### src/rtl/path_delay_meas_ctrl_if.sv
// Host-side handshake and result bundle of the path delay measurement controller.
// The controller connects through the slave modport; the host (or a bench)
// connects through the master modport.
interface path_delay_meas_ctrl_if #(
    parameter int CNT_W   = 8,
    parameter int TRIAL_W = 4
);
    logic                       start;
    logic [TRIAL_W-1:0]         num_trials;
    logic [CNT_W-1:0]           thresh_lo;
    logic [CNT_W-1:0]           thresh_hi;
    logic                       busy;
    logic                       done;
    logic [CNT_W+TRIAL_W-1:0]   result_sum;
    logic [CNT_W-1:0]           result_min;
    logic [CNT_W-1:0]           result_max;
    logic                       timeout;
    logic                       alarm;

    modport master (
        output start, num_trials, thresh_lo, thresh_hi,
        input  busy, done, result_sum, result_min, result_max, timeout, alarm
    );

    modport slave (
        input  start, num_trials, thresh_lo, thresh_hi,
        output busy, done, result_sum, result_min, result_max, timeout, alarm
    );
endinterface

### src/rtl/path_delay_meas_ctrl.sv
// Repeated launch-to-arrival delay measurement of an external delay path.
// Each trial waits for the path to settle, toggles path_input (rising on even
// trials, falling on odd ones) and counts clock edges until the synchronised
// path_result shows the new settled value. Sum/min/max of the samples and an
// out-of-window / no-response alarm are reported with a one-cycle done pulse.
module path_delay_meas_ctrl #(
    parameter int CNT_W          = 8,
    parameter int TRIAL_W        = 4,
    parameter int TIMEOUT_CYCLES = 200,
    parameter int SETTLE_CYCLES  = 16,
    parameter bit INVERTING      = 1'b1
) (
    input  logic                        clk,
    input  logic                        rst_n,
    path_delay_meas_ctrl_if.slave       bus,
    output logic                        path_input,
    input  logic                        path_result
);
    typedef enum logic [2:0] {
        S_IDLE   = 3'd0,
        S_SETTLE = 3'd1,
        S_LAUNCH = 3'd2,
        S_WAIT   = 3'd3,
        S_RECORD = 3'd4,
        S_DONE   = 3'd5
    } state_t;

    localparam logic [CNT_W-1:0] SETTLE_LAST  = CNT_W'(SETTLE_CYCLES - 1);
    localparam logic [CNT_W-1:0] TIMEOUT_LAST = CNT_W'(TIMEOUT_CYCLES);
    localparam int               SUM_W        = CNT_W + TRIAL_W;

    state_t               state_r;
    logic                 sync1_r, sync2_r;
    logic [CNT_W-1:0]     cnt_r;
    logic [TRIAL_W-1:0]   idx_r, ntr_r;
    logic [CNT_W-1:0]     lo_r, hi_r;
    logic [SUM_W-1:0]     acc_r;
    logic [CNT_W-1:0]     min_r, max_r;
    logic                 path_input_r;
    logic                 busy_r, done_r, timeout_r, alarm_r;
    logic [SUM_W-1:0]     res_sum_r;
    logic [CNT_W-1:0]     res_min_r, res_max_r;

    logic                 expected_s;
    logic [SUM_W-1:0]     sum_nxt_s;
    logic [CNT_W-1:0]     min_nxt_s, max_nxt_s;
    logic [TRIAL_W-1:0]   idx_nxt_s;

    // Settled value of the path for the current drive, and the statistics after folding in the frozen sample.
    always_comb begin
        expected_s = path_input_r ^ INVERTING;
        sum_nxt_s  = acc_r + {{TRIAL_W{1'b0}}, cnt_r};
        min_nxt_s  = (cnt_r < min_r) ? cnt_r : min_r;
        max_nxt_s  = (cnt_r > max_r) ? cnt_r : max_r;
        idx_nxt_s  = idx_r + {{(TRIAL_W-1){1'b0}}, 1'b1};
    end

    // Two-flop synchroniser bringing the asynchronous path output into the clock domain.
    always_ff @(posedge clk or negedge rst_n) begin
        if (!rst_n) begin
            sync1_r <= 1'b0;
            sync2_r <= 1'b0;
        end else begin
            sync1_r <= path_result;
            sync2_r <= sync1_r;
        end
    end

    // Measurement sequencer: trial loop, statistics accumulation and registered result reporting.
    always_ff @(posedge clk or negedge rst_n) begin
        if (!rst_n) begin
            state_r      <= S_IDLE;
            cnt_r        <= {CNT_W{1'b0}};
            idx_r        <= {TRIAL_W{1'b0}};
            ntr_r        <= {TRIAL_W{1'b0}};
            lo_r         <= {CNT_W{1'b0}};
            hi_r         <= {CNT_W{1'b0}};
            acc_r        <= {SUM_W{1'b0}};
            min_r        <= {CNT_W{1'b0}};
            max_r        <= {CNT_W{1'b0}};
            path_input_r <= 1'b0;
            busy_r       <= 1'b0;
            done_r       <= 1'b0;
            timeout_r    <= 1'b0;
            alarm_r      <= 1'b0;
            res_sum_r    <= {SUM_W{1'b0}};
            res_min_r    <= {CNT_W{1'b0}};
            res_max_r    <= {CNT_W{1'b0}};
        end else begin
            case (state_r)
                S_IDLE: begin
                    if (bus.start) begin
                        ntr_r   <= (bus.num_trials == {TRIAL_W{1'b0}}) ?
                                   {{(TRIAL_W-1){1'b0}}, 1'b1} : bus.num_trials;
                        lo_r    <= bus.thresh_lo;
                        hi_r    <= bus.thresh_hi;
                        acc_r   <= {SUM_W{1'b0}};
                        min_r   <= {CNT_W{1'b1}};
                        max_r   <= {CNT_W{1'b0}};
                        idx_r   <= {TRIAL_W{1'b0}};
                        cnt_r   <= {CNT_W{1'b0}};
                        busy_r  <= 1'b1;
                        state_r <= S_SETTLE;
                    end
                end
                S_SETTLE: begin
                    if (cnt_r == SETTLE_LAST) begin
                        if (sync2_r != expected_s) begin
                            // Path not at its settled value: report partial results and abort.
                            res_sum_r    <= acc_r;
                            res_min_r    <= (idx_r == {TRIAL_W{1'b0}}) ? {CNT_W{1'b0}} : min_r;
                            res_max_r    <= max_r;
                            timeout_r    <= 1'b1;
                            alarm_r      <= 1'b1;
                            done_r       <= 1'b1;
                            path_input_r <= 1'b0;
                            state_r      <= S_DONE;
                        end else begin
                            state_r <= S_LAUNCH;
                        end
                    end else begin
                        cnt_r <= cnt_r + {{(CNT_W-1){1'b0}}, 1'b1};
                    end
                end
                S_LAUNCH: begin
                    // Even trials launch a rising edge, odd trials a falling edge.
                    path_input_r <= ~idx_r[0];
                    cnt_r        <= {CNT_W{1'b0}};
                    state_r      <= S_WAIT;
                end
                S_WAIT: begin
                    if (sync2_r == expected_s) begin
                        // Arrival wins over a simultaneous limit hit; cnt_r is frozen as the sample.
                        state_r <= S_RECORD;
                    end else if (cnt_r == TIMEOUT_LAST) begin
                        res_sum_r    <= acc_r;
                        res_min_r    <= (idx_r == {TRIAL_W{1'b0}}) ? {CNT_W{1'b0}} : min_r;
                        res_max_r    <= max_r;
                        timeout_r    <= 1'b1;
                        alarm_r      <= 1'b1;
                        done_r       <= 1'b1;
                        path_input_r <= 1'b0;
                        state_r      <= S_DONE;
                    end else begin
                        cnt_r <= cnt_r + {{(CNT_W-1){1'b0}}, 1'b1};
                    end
                end
                S_RECORD: begin
                    acc_r <= sum_nxt_s;
                    min_r <= min_nxt_s;
                    max_r <= max_nxt_s;
                    idx_r <= idx_nxt_s;
                    cnt_r <= {CNT_W{1'b0}};
                    if (idx_nxt_s == ntr_r) begin
                        res_sum_r    <= sum_nxt_s;
                        res_min_r    <= min_nxt_s;
                        res_max_r    <= max_nxt_s;
                        timeout_r    <= 1'b0;
                        alarm_r      <= (max_nxt_s > hi_r) || (min_nxt_s < lo_r);
                        done_r       <= 1'b1;
                        path_input_r <= 1'b0;
                        state_r      <= S_DONE;
                    end else begin
                        state_r <= S_SETTLE;
                    end
                end
                S_DONE: begin
                    // done and busy fall together; a start seen in this cycle is dropped.
                    done_r  <= 1'b0;
                    busy_r  <= 1'b0;
                    state_r <= S_IDLE;
                end
                default: begin
                    state_r <= S_IDLE;
                end
            endcase
        end
    end

    assign path_input     = path_input_r;
    assign bus.busy       = busy_r;
    assign bus.done       = done_r;
    assign bus.result_sum = res_sum_r;
    assign bus.result_min = res_min_r;
    assign bus.result_max = res_max_r;
    assign bus.timeout    = timeout_r;
    assign bus.alarm      = alarm_r;
endmodule

### src/flat_wrapper.sv
// flat-port wrapper written by rule: the top's interface ports become plain ports
module path_delay_meas_ctrl_flat 
#(
    parameter int CNT_W          = 8,
    parameter int TRIAL_W        = 4,
    parameter int TIMEOUT_CYCLES = 200,
    parameter int SETTLE_CYCLES  = 16,
    parameter bit INVERTING      = 1'b1
)
  (clk, rst_n, path_input, path_result, bus_start, bus_num_trials, bus_thresh_lo, bus_thresh_hi, bus_busy, bus_done, bus_result_sum, bus_result_min, bus_result_max, bus_timeout, bus_alarm);
  path_delay_meas_ctrl_if #(.CNT_W(CNT_W), .TRIAL_W(TRIAL_W)) bus_i ();
  input  logic clk;
  input  logic rst_n;
  output logic path_input;
  input  logic path_result;
  input wire logic [$bits(bus_i.start)-1:0] bus_start;
  input wire logic [$bits(bus_i.num_trials)-1:0] bus_num_trials;
  input wire logic [$bits(bus_i.thresh_lo)-1:0] bus_thresh_lo;
  input wire logic [$bits(bus_i.thresh_hi)-1:0] bus_thresh_hi;
  output wire logic [$bits(bus_i.busy)-1:0] bus_busy;
  output wire logic [$bits(bus_i.done)-1:0] bus_done;
  output wire logic [$bits(bus_i.result_sum)-1:0] bus_result_sum;
  output wire logic [$bits(bus_i.result_min)-1:0] bus_result_min;
  output wire logic [$bits(bus_i.result_max)-1:0] bus_result_max;
  output wire logic [$bits(bus_i.timeout)-1:0] bus_timeout;
  output wire logic [$bits(bus_i.alarm)-1:0] bus_alarm;
  assign bus_i.start = bus_start;
  assign bus_i.num_trials = bus_num_trials;
  assign bus_i.thresh_lo = bus_thresh_lo;
  assign bus_i.thresh_hi = bus_thresh_hi;
  assign bus_busy = bus_i.busy;
  assign bus_done = bus_i.done;
  assign bus_result_sum = bus_i.result_sum;
  assign bus_result_min = bus_i.result_min;
  assign bus_result_max = bus_i.result_max;
  assign bus_timeout = bus_i.timeout;
  assign bus_alarm = bus_i.alarm;
  path_delay_meas_ctrl #(.CNT_W(CNT_W), .TRIAL_W(TRIAL_W), .TIMEOUT_CYCLES(TIMEOUT_CYCLES), .SETTLE_CYCLES(SETTLE_CYCLES), .INVERTING(INVERTING)) u_core (.clk(clk), .rst_n(rst_n), .bus(bus_i), .path_input(path_input), .path_result(path_result));
endmodule
### config.mk
export PLATFORM = sky130hd
export DESIGN_NAME = path_delay_meas_ctrl_flat
export DESIGN_NICKNAME = d
export VERILOG_FILES = /design/src/rtl/path_delay_meas_ctrl_if.sv /design/src/rtl/path_delay_meas_ctrl.sv /design/src/flat_wrapper.sv
export SDC_FILE = /design/constraint.sdc
export NUM_CORES = 1
export LEC_CHECK = 0
export ABC_AREA = 0
export BUFFER_PORTS_ARGS = -buffer_cell sky130_fd_sc_hd__buf_2
export CORE_MARGIN = 3
export CORE_UTILIZATION = 50
export DETAILED_ROUTE_END_ITERATION = 12
export MAX_ROUTING_LAYER = met4
export PLACE_DENSITY = 0.69
export SLEW_MARGIN = 20
export SYNTH_ARGS = -nofsm -noshare
export SYNTH_HDL_FRONTEND = slang
export SYNTH_SLANG_ARGS = --single-unit
### constraint.sdc
create_clock -name clk -period 6.5 [get_ports clk]
set_input_delay 0 -clock clk [delete_from_list [all_inputs] [get_ports clk]]
set_output_delay 0 -clock clk [all_outputs]
set_load 0.02 [all_outputs]
After elaboration in Yosys (flattened, before gate mapping)
Cells that the tools add are included.
{"block": "classes", "n_addsub": 3, "order_cmp": 4, "eq_ne": 19, "mux": 58, "n_bitwise": 2, "n_reduce_logical": 19}
{"operator": "$mux W8", "n": 18}
{"operator": "$mux W12", "n": 6}
{"operator": "$pmux W8 S3", "n": 2}
{"operator": "$pmux W12 S3", "n": 1}
{"operator": "$pmux W8 S2", "n": 2}
{"operator": "$pmux W8 S4", "n": 1}
{"operator": "$pmux W12 S2", "n": 1}
{"operator": "$mux W3", "n": 6}
{"operator": "$reduce_and A6 Y1", "n": 3}
{"operator": "$gt A8 B8 Y1", "n": 2}
{"operator": "$lt A8 B8 Y1", "n": 2}
{"operator": "$pmux W3 S5", "n": 1}
{"operator": "$add A12 B8 Y12", "n": 1}
{"operator": "$mux W1", "n": 12}
{"operator": "$reduce_bool A4 Y1", "n": 3}
{"operator": "$add A8 B1 Y8 const B", "n": 1}
{"operator": "$eq A8 B4 Y1 const B", "n": 1}
{"operator": "$eq A8 B8 Y1 const B", "n": 1}
{"operator": "$logic_not A4 Y1", "n": 2}
{"operator": "$mux W4", "n": 2}
{"operator": "$ne A2 B1 Y1 const B", "n": 4}
{"operator": "$ne A2 B2 Y1 const B", "n": 4}
{"operator": "$pmux W1 S4", "n": 2}
{"operator": "$pmux W4 S2", "n": 1}
{"operator": "other kinds (19)", "n": 26}
{"block": "word_totals", "ff_bits": 98, "inputBits": 24, "output_inout_bits": 33, "wordCells": 124}

Logic depth before layout (Yosys ltp)
{"block": "depth", "word_depth": 6, "ltp_mapped": 15, "depth_no_buf": 15}

Worst setup path before layout
Ideal clock, no wire load.
{"block": "synth_timing", "kind": "reg2reg", "startpoint": "register u_core.cnt_r[1]", "endpoint": "register u_core.alarm_r, in the netlist u_core.bus.alarm", "setup_time_ps": 124, "arrival_ps": 3189, "t_required_ps": 6376, "path_slack_ps": 3187, "path_stages_with_launch": 15, "n_path_buf": 1, "period_less_slack_ps": 3313, "cell_sequence": "dfrtp_1 > ha_1 > nor2b_1 > o211ai_1 > a21oi_1 > nor2_1 > clkbuf_1 > mux2_2 > ha_1 > a21o_1 > a21oi_1 > nand2_1 > a221o_1 > a21oi_1 > a21oi_1"}
{"block": "synth_between", "elab_chain_len": 6, "elab_cells_between_ends": 14, "cone_classes": "4 x order compare; 4 x eq/ne; 4 x mux; 2 x reduce/logical"}
{"item": "start: declaration", "line_no": "path_delay_meas_ctrl.sv:34", "source": "logic [CNT_W-1:0] cnt_r;"}
{"item": "start signal: assignment", "line_no": "path_delay_meas_ctrl.sv:73", "source": "cnt_r <= {CNT_W{1'b0}};"}
{"item": "start signal: assignment", "line_no": "path_delay_meas_ctrl.sv:101", "source": "cnt_r <= {CNT_W{1'b0}};"}
{"item": "start signal: assignment", "line_no": "path_delay_meas_ctrl.sv:122", "source": "cnt_r <= cnt_r + {{(CNT_W-1){1'b0}}, 1'b1};"}
{"item": "$gt A8 B8 Y1 / $lt A8 B8 Y1 (equally long branches)", "line_no": "path_delay_meas_ctrl.sv:54, path_delay_meas_ctrl.sv:53"}
{"item": "$mux W8 (on tied branches)", "line_no": "path_delay_meas_ctrl.sv:54, path_delay_meas_ctrl.sv:53"}
{"item": "$gt A8 B8 Y1 / $lt A8 B8 Y1 (equally long branches)", "line_no": "path_delay_meas_ctrl.sv:159", "source": "alarm_r <= (max_nxt_s > hi_r) || (min_nxt_s < lo_r);"}
{"item": "$logic_or A1 B1 Y1", "line_no": "path_delay_meas_ctrl.sv:159"}
{"item": "$mux W1", "line_no": "path_delay_meas_ctrl.sv:154", "source": "if (idx_nxt_s == ntr_r) begin"}
{"item": "$pmux W1 S3", "line_no": "path_delay_meas_ctrl.sv:90", "source": "case (state_r)"}
{"item": "end signal: assignment", "line_no": "path_delay_meas_ctrl.sv:159"}
{"item": "end: declaration", "line_no": "path_delay_meas_ctrl.sv:40", "source": "logic busy_r, done_r, timeout_r, alarm_r;"}
Parallel ways exist; a longest one is shown, timed or not. The select of a mux whose other input is x is not followed.
A chain may end at the register's enable or synchronous reset.

Worst setup path in the final report
Same ends and word-level chain as after synthesis.

==> impl_metrics.xml <==
<?xml version="1.0" encoding="UTF-8"?>
<metrics>
  <group name="clock_tree">
    <metric name="root_buffer" unit="">sky130_fd_sc_hd__clkbuf_8</metric>
    <metric name="clkSinkCount" unit="">98</metric>
    <metric name="cts.reportedPaths.clkPinSlew" unit="ns">0.08</metric>
    <metric name="insertion_delay" unit="ns">0.36</metric>
    <metric name="cts.repair.resized" unit="">0</metric>
    <metric name="cts_made_buffers" unit="">9</metric>
    <metric name="level_count_of_the_clock_h_tree" unit="">3</metric>
    <metric name="tritoncts" unit="">done</metric>
    <metric name="max-clock-path-buffers" unit="">2</metric>
  </group>
  <group name="route">
    <metric name="antenna_violating_nets_post_route" unit="">0</metric>
    <metric name="detail_route.first_pass.iterations" unit="">5</metric>
    <metric name="final_routed_drc_violation_total" unit="">0</metric>
    <metric name="drt_iter0_drc" unit="">288</metric>
    <metric name="vias" unit="">4640</metric>
    <metric name="post_drt_wl_per_cell" unit="microns">16.7</metric>
    <metric name="wl" unit="mm">13.6</metric>
    <metric name="via_per_inst" unit="">5.73</metric>
  </group>
  <group name="timing">
    <metric name="tightestPinTransition" unit="ns">1.11</metric>
    <metric name="slew_headroom" unit="%">25.7</metric>
    <metric name="fin_worst_skew" unit="ns">0.0120</metric>
    <metric name="layout_min_cycle_time" unit="ns">3.79</metric>
    <metric name="max_freq" unit="MHz">264</metric>
    <metric name="setup_viol_count_final" unit="">0</metric>
    <metric name="post-route-period-util" unit="%">58.3</metric>
    <metric name="final.hold.worst_slack" unit="ns">0.132</metric>
    <metric name="setup_ws" unit="ns">2.71</metric>
    <metric name="rsz0062_at_grt" unit="">false</metric>
    <metric name="final.setup.tns" unit="ns">0</metric>
    <metric name="finalMaxSlewViolations" unit="">0</metric>
    <metric name="timing.final.hold_violations" unit="">0</metric>
  </group>
  <group name="final_layout">
    <metric name="nets" unit="">739</metric>
    <metric name="antenna_cells" unit="">0</metric>
    <metric name="layout-drive-gt1-share" unit="%">13.6</metric>
    <metric name="area.growth.synth_to_final" unit="%">12.8</metric>
    <metric name="most_common_cell_after_layout_fill_and_taps_aside" unit="">sky130_fd_sc_hd__dfrtp_1</metric>
    <metric name="most-common-layout-cells" unit="">sky130_fd_sc_hd__dfrtp_1, sky130_fd_sc_hd__nand2_1, sky130_fd_sc_hd__o21ai_0, sky130_fd_sc_hd__buf_2, sky130_fd_sc_hd__nor2_1</metric>
  </group>
  <group name="grt">
    <metric name="maximum_number_of_pins_on_one_net_before_global_route_repair" unit="">63</metric>
    <metric name="grt.total_usage" unit="%">23.2</metric>
    <metric name="number_of_global_route_vias_before_repair" unit="">4750</metric>
    <metric name="antenna_violations_before_repair" unit="">0</metric>
    <metric name="grt_overflow_total" unit="">0</metric>
    <metric name="grt_first_pass_wirelength" unit="mm">22.9</metric>
  </group>
  <group name="yosys">
    <metric name="synth_top_flop_cell" unit="">sky130_fd_sc_hd__dfrtp_1</metric>
    <metric name="synth_seq_cells" unit="">98</metric>
    <metric name="ys_warn_count" unit="">0</metric>
    <metric name="async_reset_ff_share" unit="%">100</metric>
    <metric name="synth_enable_flop_cells" unit="">0</metric>
    <metric name="synthesis.instances" unit="">606</metric>
    <metric name="synth_seq_area_share" unit="%">44.1</metric>
    <metric name="synthesis.area" unit="sq mm">0.00556</metric>
    <metric name="postSynthNetCount" unit="">673</metric>
    <metric name="synth.lib_cells_used.distinct" unit="">56</metric>
    <metric name="post_synth.cell_area_avg" unit="sq um">9.17</metric>
  </group>
  <group name="pwr">
    <metric name="leakage_power_figure" unit="nW">3.19</metric>
    <metric name="design_power_total" unit="mW">2.36</metric>
    <metric name="power.density_cell_area" unit="mW/mm^2">376</metric>
    <metric name="vdd_ir_drop_max" unit="uV">253</metric>
  </group>
  <group name="floorplanning">
    <metric name="die_area" unit="sq mm">0.0124</metric>
    <metric name="io_pins" unit="">57</metric>
    <metric name="num_rows" unit="">37</metric>
    <metric name="initial_core_util" unit="%">52.6</metric>
    <metric name="die_height" unit="microns">111</metric>
    <metric name="area_of_the_core_region" unit="sq mm">0.0106</metric>
    <metric name="floorplan.die.width" unit="microns">111</metric>
  </group>
  <group name="placement">
    <metric name="place_hpwl" unit="mm">9.34</metric>
    <metric name="place_congestion" unit="">0.871</metric>
    <metric name="quantity_of_i_o_buffers_inserted_on_ports" unit="">56</metric>
    <metric name="dp_worst_setup_slack" unit="ns">2.73</metric>
  </group>
  <group name="worst_setup_path">
    <metric name="timing.critical_path.required" unit="ns">6.74</metric>
    <metric name="worst_setup_path_start_kind" unit="">flip-flop</metric>
    <metric name="critPathCaptureType" unit="">flip-flop</metric>
    <metric name="path_class" unit="">reg -&gt; reg</metric>
    <metric name="worst-path-max-fanout" unit="">14</metric>
    <metric name="data_arrival_time_of_the_critical_path" unit="ns">4.03</metric>
  </group>
  <group name="job">
    <metric name="max_cap_violations" unit="">0</metric>
  </group>
  <group name="run_status">
    <metric name="run_status" unit="">completed</metric>
  </group>
  <group name="hold_path">
    <metric name="timing.hold.worst.class" unit="">in -&gt; async</metric>
  </group>
</metrics>
==> Yosys cell counts (2+ instances only) <==
| library cell | n | area (sq um) |
|---|---|---|
| sky130_fd_sc_hd__inv_1 | 39 | 146 |
| sky130_fd_sc_hd__mux2i_1 | 9 | 90.1 |
| sky130_fd_sc_hd__nor2b_1 | 4 | 25.0 |
| sky130_fd_sc_hd__o221ai_1 | 2 | 17.5 |
| sky130_fd_sc_hd__o21ai_0 | 72 | 360 |
| sky130_fd_sc_hd__nand2_1 | 87 | 327 |
| sky130_fd_sc_hd__o21ai_1 | 3 | 15.0 |
| sky130_fd_sc_hd__xnor2_1 | 6 | 52.6 |
| sky130_fd_sc_hd__xor2_1 | 5 | 43.8 |
| sky130_fd_sc_hd__nand2b_1 | 4 | 25.0 |
| sky130_fd_sc_hd__a21boi_0 | 2 | 15.0 |
| sky130_fd_sc_hd__a22oi_1 | 5 | 37.5 |
| sky130_fd_sc_hd__ha_1 | 42 | 526 |
| sky130_fd_sc_hd__o211ai_1 | 2 | 15.0 |
| sky130_fd_sc_hd__nor3_1 | 8 | 40.0 |
| sky130_fd_sc_hd__mux2_2 | 12 | 135 |
| sky130_fd_sc_hd__nor2_1 | 52 | 195 |
| sky130_fd_sc_hd__o22a_1 | 5 | 43.8 |
| sky130_fd_sc_hd__buf_6 | 4 | 45.0 |
| sky130_fd_sc_hd__buf_1 | 3 | 11.3 |
| sky130_fd_sc_hd__a22o_1 | 2 | 17.5 |
| sky130_fd_sc_hd__a31oi_1 | 12 | 75.1 |
| sky130_fd_sc_hd__dfrtp_1 | 98 | 2450 |
| sky130_fd_sc_hd__nor4b_2 | 2 | 30.0 |
| sky130_fd_sc_hd__o31ai_1 | 9 | 67.6 |
| sky130_fd_sc_hd__buf_2 | 5 | 25.0 |
| sky130_fd_sc_hd__a21oi_1 | 31 | 155 |
| sky130_fd_sc_hd__a221oi_1 | 5 | 43.8 |
| sky130_fd_sc_hd__clkbuf_1 | 15 | 56.3 |
| sky130_fd_sc_hd__a21o_1 | 11 | 82.6 |
| sky130_fd_sc_hd__a221o_1 | 3 | 30.0 |
| sky130_fd_sc_hd__and3_1 | 9 | 56.3 |
| sky130_fd_sc_hd__nand4_1 | 6 | 37.5 |
| sky130_fd_sc_hd__nand3_1 | 5 | 25.0 |
| sky130_fd_sc_hd__o21a_1 | 6 | 45.0 |
==> where the power goes <==
group | switching, mW | leakage (nW) | total (mW) | internal [mW]
clock | 0.198 | 0.0722 | 0.331 | 0.133
sequential | 0.166 | 1.27 | 0.960 | 0.794
combinational | 0.651 | 1.85 | 1.07 | 0.415
total | 1.01 | 3.19 | 2.36 | 1.34
==> per-layer routing <==
layer  vias to the layer above  global-route usage, %  share of wire (%)
met4                         0                   7.62                1.5
met2                        99                   36.1                 46
li1                       2262                      -                  -
met1                      2262                   31.4                 48
met3                        17                   3.70                4.0
met5                         -                      -                  0
==> cells by family after synthesis <==
logic type      synth area share [%]
flops                           44.1
simple gates                    15.2
compound gates                  19.8
buf+inv                         5.25
xor+xnor                        1.73
mux                             4.05
fa+ha+maj                       9.82
==> worst paths after layout <==
check	from	to	slack, ns	depth (start not counted)
max	u_core.cnt_r[1]	u_core.bus.alarm	2.71	13
min	rst_n	u_core.lo_r[3]	0.13	2
max reg2reg	u_core.cnt_r[1]	u_core.bus.alarm	2.71	13
min reg2reg	u_core.sync1_r	u_core.sync2_r	0.36	0
max in group asynchronous	rst_n	u_core.min_r[1]	5.21	3
min in group clk	path_result	u_core.sync1_r	0.29	2
==> area by class of cell <==
type,count,area (sq um)
Clock buffer,12,135
Tap cell,136,170
Timing Repair Buffer,83,543
Multi-Input combinational cell,441,2820
Clock inverter,1,5.00
Fill cell,953,4290
Inverter,39,146
Sequential cell,98,2450
==> flip-flops by register name (all words and copies together), names as in the netlist <==
signal / count
u_core.bus.timeout: 1
u_core.bus.result_min: 8
u_core.hi_r: 8
u_core.bus.result_sum: 12
u_core.lo_r: 8
u_core.bus.alarm: 1
u_core.bus.result_max: 8
u_core.sync2_r: 1
u_core.cnt_r: 8
u_core.path_input: 1
u_core.state_r: 3
u_core.bus.done: 1
u_core.sync1_r: 1
u_core.acc_r: 12
u_core.ntr_r: 4
u_core.max_r: 8
u_core.idx_r: 4
u_core.min_r: 8
u_core.bus.busy: 1
==> metrics by stage <==
step / util, % / cells / area (sq um)
5_1_grt: 59.4 / 810 / 6270
4_1_cts: 59.4 / 810 / 6270
6_report: 59.4 / 810 / 6270
2_1_floorplan: - / 606 / 5560
3_3_place_gp: 55.9 / 774 / 5900
3_5_place_dp: 55.9 / 774 / 5900
==> what timing repair did <==
| item | 4_1_cts | 5_1_grt |
|---|---|---|
| hold buffers | 23 | 0 |
| buffers inserted | 0 | 0 |
| endpoints found under the hold margin | 58 | 0 |
==> worst max-delay path, cell delays in order, from the launching register on <==
cell	delay (ns)
sky130_fd_sc_hd__dfrtp_1	0.60
sky130_fd_sc_hd__ha_1	0.33
sky130_fd_sc_hd__nor2b_1	0.14
sky130_fd_sc_hd__o211ai_1	0.16
sky130_fd_sc_hd__a21oi_1	0.10
sky130_fd_sc_hd__nor2_1	0.72
sky130_fd_sc_hd__mux2_2	0.42
sky130_fd_sc_hd__ha_1	0.28
sky130_fd_sc_hd__a21o_1	0.18
sky130_fd_sc_hd__a21oi_1	0.13
sky130_fd_sc_hd__nand2_1	0.06
sky130_fd_sc_hd__a221o_1	0.29
sky130_fd_sc_hd__a21oi_1	0.16
sky130_fd_sc_hd__a21oi_1	0.09
Note: power is estimated with default switching activity, not from simulation.
